$ cat src/rtl/stream_wrr_arbiter.sv
// Weighted round-robin N-to-1 stream arbiter with per-input burst quotas and lock-in.
// Optional per-input saturating transfer counters: define STREAM_WRR_ARBITER_STATS_EN.
module stream_wrr_arbiter #(
   parameter int unsigned NumInp      = 4,
   parameter int unsigned DataWidth   = 32,
   parameter type         payload_t   = logic [DataWidth-1:0],
   parameter int unsigned WeightWidth = 4,
   parameter int unsigned IdxWidth    = (NumInp > 1) ? $clog2(NumInp) : 1
) (
   input  logic                                clk_i,
   input  logic                                rst_i,
   input  logic                                clr_i,
   input  logic [NumInp-1:0][WeightWidth-1:0]  weight_i,
   input  payload_t                            data_i [NumInp],
   input  logic [NumInp-1:0]                   valid_i,
   output logic [NumInp-1:0]                   ready_o,
   output payload_t                            data_o,
   output logic [IdxWidth-1:0]                 idx_o,
   output logic                                valid_o,
   input  logic                                ready_i,
   output logic [NumInp-1:0][15:0]             xfer_cnt_o
);

   // Valid/ready: a beat moves on valid_o && ready_i; once valid_o is shown without
   // ready_i the selection is locked until that beat completes.
   logic [IdxWidth-1:0]    ptr;
   logic [WeightWidth-1:0] cnt;
   logic                   lock;
   logic [IdxWidth-1:0]    lock_idx;

   logic [NumInp-1:0]      elig;
   logic [IdxWidth-1:0]    sel;
   logic [IdxWidth-1:0]    sel_search;
   logic [IdxWidth-1:0]    cand;
   logic                   found;
   logic                   xfer;

   always_comb begin
      for (int unsigned i = 0; i < NumInp; i++) begin
         elig[i] = valid_i[i] && (weight_i[i] != '0);
      end
   end

   // Search starts just after ptr and wraps back to ptr itself.
   always_comb begin
      sel_search = ptr;
      found      = 1'b0;
      cand       = '0;
      for (int unsigned k = 1; k <= NumInp; k++) begin
         cand = IdxWidth'((32'(ptr) + k) % NumInp);
         if (!found && elig[cand]) begin
            sel_search = cand;
            found      = 1'b1;
         end
      end
   end

   always_comb begin
      if (lock) begin
         sel = lock_idx;
      end else if ((cnt != '0) && elig[ptr]) begin
         sel = ptr;
      end else begin
         sel = sel_search;
      end
   end

   assign valid_o = lock | (|elig);
   assign data_o  = data_i[sel];
   assign idx_o   = sel;
   assign xfer    = valid_o && ready_i;

   always_comb begin
      for (int unsigned i = 0; i < NumInp; i++) begin
         ready_o[i] = xfer && (sel == IdxWidth'(i));
      end
   end

   always_ff @(posedge clk_i or posedge rst_i) begin
      if (rst_i) begin
         ptr      <= IdxWidth'(NumInp - 1);
         cnt      <= '0;
         lock     <= 1'b0;
         lock_idx <= '0;
      end else if (clr_i) begin
         ptr      <= IdxWidth'(NumInp - 1);
         cnt      <= '0;
         lock     <= 1'b0;
         lock_idx <= '0;
      end else if (xfer) begin
         lock <= 1'b0;
         if ((sel == ptr) && (cnt != '0)) begin
            cnt <= cnt - WeightWidth'(1);
         end else begin
            ptr <= sel;
            cnt <= weight_i[sel] - WeightWidth'(1);
         end
      end else if (valid_o) begin
         lock     <= 1'b1;
         lock_idx <= sel;
      end
   end

`ifdef STREAM_WRR_ARBITER_STATS_EN
   for (genvar g = 0; g < NumInp; g++) begin : g_stat
      logic [15:0] xcnt;
      always_ff @(posedge clk_i or posedge rst_i) begin
         if (rst_i) begin
            xcnt <= '0;
         end else if (clr_i) begin
            xcnt <= '0;
         end else if (xfer && (sel == IdxWidth'(g)) && (xcnt != 16'hFFFF)) begin
            xcnt <= xcnt + 16'd1;
         end
      end
      assign xfer_cnt_o[g] = xcnt;
   end
`else
   assign xfer_cnt_o = '0;
`endif

endmodule

$ cat config.mk
export PLATFORM = sky130hd
export DESIGN_NAME = stream_wrr_arbiter
export DESIGN_NICKNAME = d
export VERILOG_FILES = /design/src/rtl/stream_wrr_arbiter.sv
export SDC_FILE = /design/constraint.sdc
export NUM_CORES = 1
export LEC_CHECK = 0
export ABC_AREA = 0
export ABC_CLOCK_PERIOD_IN_PS = 3500
export CAP_MARGIN = 25
export CORE_AREA = 2 2 99 101
export CTS_CLUSTER_SIZE = 12
export DETAILED_ROUTE_END_ITERATION = 10
export DIE_AREA = 0 0 101 103
export DONT_BUFFER_PORTS = 1
export HOLD_SLACK_MARGIN = 0.05
export SETUP_SLACK_MARGIN = 0.5
export SYNTH_ARGS = -nofsm -noshare
export SYNTH_HDL_FRONTEND = slang
export SYNTH_SLANG_ARGS = --single-unit
$ cat constraint.sdc
create_clock -name clk_i -period 3.5 [get_ports clk_i]
set_input_delay 0.525 -clock clk_i [delete_from_list [all_inputs] [get_ports clk_i]]
set_output_delay 0.525 -clock clk_i [all_outputs]
set_load 0.01 [all_outputs]
==> metrics.md <==
| Metric | Value |
|---|---|
| Peak VDD IR | 0.197 mV |
| Diodes inserted | 0 |
| GPL Wtd Cong | 0.947 |
| Worst Reg-to-Reg Cells | 12 |
| Slew HR | 63.3% |
| CTS tree | built |
| Crit end category | output pin |
| Mean post-synth cell area | 10.1 um2 |
| Pleak | 1.07 nW |
| Top FF cell, synth | dfrtp_1 |
| Clk root buf | clkbuf_8 |
| Initial Util | 24.6% |
| Largest net degree at the start of global routing | 31 |
| Seq/Total Area, Yosys | 9.79% |
| First-pass GRT wire length | 10600 um |
| R2R setup slack | 0.21 ns |
| Synth Warn # | 0 |
| Period utilisation layout | 99.7% |
| Arr. time, crit path | 2.97 ns |
| Row cnt | 36 |
| Clock Skew | 0.00145 ns |
| Power density over the cells | 650 nW/um2 |
| Synth Register Bits | 9 |
| Via count | 1922 |
| Syn Inst Count | 231 |
| Dpl cells | 352 |
| DP Wirelength | 6960 um |
| Total die area | 10400 um2 |
| PortBufs | 0 |
| Min cycle time layout | 3.49 ns |
| CTS buffer count | 3 |
| Initial antenna violation count | 1 |
| Grt total ovfl | 0 |
| Mapped Area | 2330 um2 |
| Crit Path Max Fanout | 7 |
| DRT Wirelength | 8290 um |
| Reg-to-reg endpoint | cnt[2] |
| Clk buf depth | 2 |
| I/O pin count | 255 |
| Non-filler cells, final | 367 |
| Number of DRC markers in iteration 0 | 92 |
| Post-layout util | 28.2% |
| Total power | 0.00173 W |
| Endpoints failing hold | 0 |
| Number of distinct library cells after synthesis | 54 |
| RSZ-0062 raised after global routing | yes |
| Origin of the critical flop-to-flop path | cnt[1] |
| Area of placed instances | 2360 um2 |
| Clock Sinks | 9 |
| Final Cell Area | 2670 um2 |
| FFs w/ async S/R, synth | 100% |
| Vias in the first global route | 1743 |
| Hold slack final | 0.153 ns |
| Finish-stage setup viols | 0 |
| Layout cell share with drive strength beyond 1 | 38.7% |
| Die Span Y | 103 um |
| P&R area growth vs syn | 14.7% |
| CP Class | reg2out |
| Status | complete, no violations |
| Max Cap Violations | 0 |
| Cts hold-fix bufs | 0 |
| Clk slew on worst S/H paths | 0.04 ns |
| Critical path required time | 2.97 ns |
| Worst-margin pin slew | 0.550 ns |
| Antenna Violating Nets Remaining | 0 |
| Router iterations before antenna repair | 4 |
| Worst min-delay path class | in2async |
| Avg Vias per Cell | 5.24 |
| Number of synthesized flops with an enable pin | 0 |
| Post-DR wirelength/cell | 22.6 um |
| Total GRT Usage | 13.7% |
| Residual DRC | 0 |
| Later-pin clock latency in the skew report | 0.23 ns |
| Critical Path Source Type | flip-flop |
| H-Tree Level Count | 1 |
| Final nets | 407 |
| Fin. max-slew vios | 0 |
| Total core area | 9460 um2 |
| DIE WIDTH | 101 um |
| Max Fclk | 0.286 GHz |
-- Yosys cell counts (3+ instances only) --
| cell type | count | area (um2) |
|---|---|---|
| nand2_1 | 11 | 41.3 |
| o2111ai_1 | 3 | 26.3 |
| o41a_1 | 4 | 45.0 |
| mux4_2 | 33 | 743 |
| inv_1 | 9 | 33.8 |
| nand4_1 | 4 | 25.0 |
| xor2_1 | 3 | 26.3 |
| nor2_1 | 9 | 33.8 |
| o41ai_1 | 4 | 35.0 |
| a21oi_1 | 3 | 15.0 |
| buf_4 | 67 | 503 |
| nor3_1 | 6 | 30.0 |
| nand3_1 | 3 | 15.0 |
| o21ai_0 | 5 | 25.0 |
| dfrtp_1 | 7 | 175 |
| mux2i_1 | 6 | 60.1 |
| clkbuf_1 | 4 | 15.0 |
| o221ai_1 | 4 | 35.0 |
| buf_1 | 4 | 15.0 |
-- cell usage in the layout (no fill, tap or decap), types with 3 or more instances in the layout --
cell type  count
buf_4         23
buf_6          4
clkbuf_8       3
conb_1        64
dfrtp_1        7
inv_1          9
mux2i_1        5
mux4_2        33
nand2_1       11
nand3_1        3
nand4_1        4
nor2_1         9
nor3_1         3
o21ai_0        5
o41a_1         4
o41ai_1        4
-- timing repair --
item | in CTS | in global routing
buffers inserted | 6 | 3
pin swaps | 5 | 3
resized for setup | 15 | 13
gates cloned | 2 | 0
endpoints found under the setup margin | 41 | 42
-- worst max-delay path, stage by stage (launching register included) --
cell       delay (ns)
dfrtp_1          0.37
or4_4            0.54
a41o_1           0.26
a31o_4           0.23
a2111oi_4        0.37
o31ai_4          0.13
buf_6            0.16
buf_12           0.14
mux4_2           0.51
-- area by class of cell --
| class | instances | area (um2) |
|---|---|---|
| inverter | 11 | 43.8 |
| multi-input combinational | 197 | 1880 |
| clock buffer | 4 | 45.0 |
| sequential | 9 | 228 |
| fill | 983 | 6790 |
| tap | 114 | 143 |
| timing repair buffer | 32 | 328 |
-- through the flow --
step           TNS (ns)  setup WS [ns]
3_3_place_gp      -2.37         -0.121
3_5_place_dp     -0.748        -0.0864
6_report              0        0.00947
4_1_cts        -0.00330       -0.00330
5_1_grt           -1.80        -0.0734
2_1_floorplan    -0.786        -0.0324
-- state kept, by name (all words and copies together), names as in the netlist --
name and cells:
cnt 4, lock 1, lock_idx 2, ptr 2
-- cells by family (layout without fill, tap and decap cells) --
family | after synthesis | after routing | share of synthesized area [%]
buffers and inverters | 88 | 47 | 25.4
AOI/OAI and AO/OA | 43 | 43 | 16.9
muxes | 43 | 43 | 36.6
and+or+nand+nor | 42 | 42 | 9.09
DFF | 9 | 9 | 9.79
xor gates and xnor gates | 4 | 4 | 1.51
adders and majority gates | 1 | 1 | 0.538
other | 1 | 64 | 0.161
-- layer usage --
layer	GRT usage (%)	share of wire [%]	routed length, um
met5	0	0	0
met4	1.98	0.24	20
met3	2.85	9.2	766
met2	21.8	49	4030
met1	19.6	42	3470
-- where the power goes --
group,leakage (nW),switching (W),internal [W]
Clock,0.0228,0.0000395,0.0000792
Sequential,0.113,0.0000248,0.000129
Combinational,0.932,0.000742,0.000720
Total,1.07,0.000807,0.000928
-- worst max path at each step --
stage / cells after the start / from / slack (ns) / end
floorplan: 7 / weight_i[13] / -0.03 / data_o[24]
global placement: 7 / weight_i[1] / -0.12 / data_o[0]
detailed placement: 11 / weight_i[1] / -0.09 / cnt[2]
CTS: 8 / cnt[1] / -0.003 / data_o[0]
global route: 8 / cnt[1] / -0.07 / data_o[0]
finish: 8 / cnt[1] / 0.009 / data_o[0]
No activity file was read; power rests on OpenSTA's default activity.
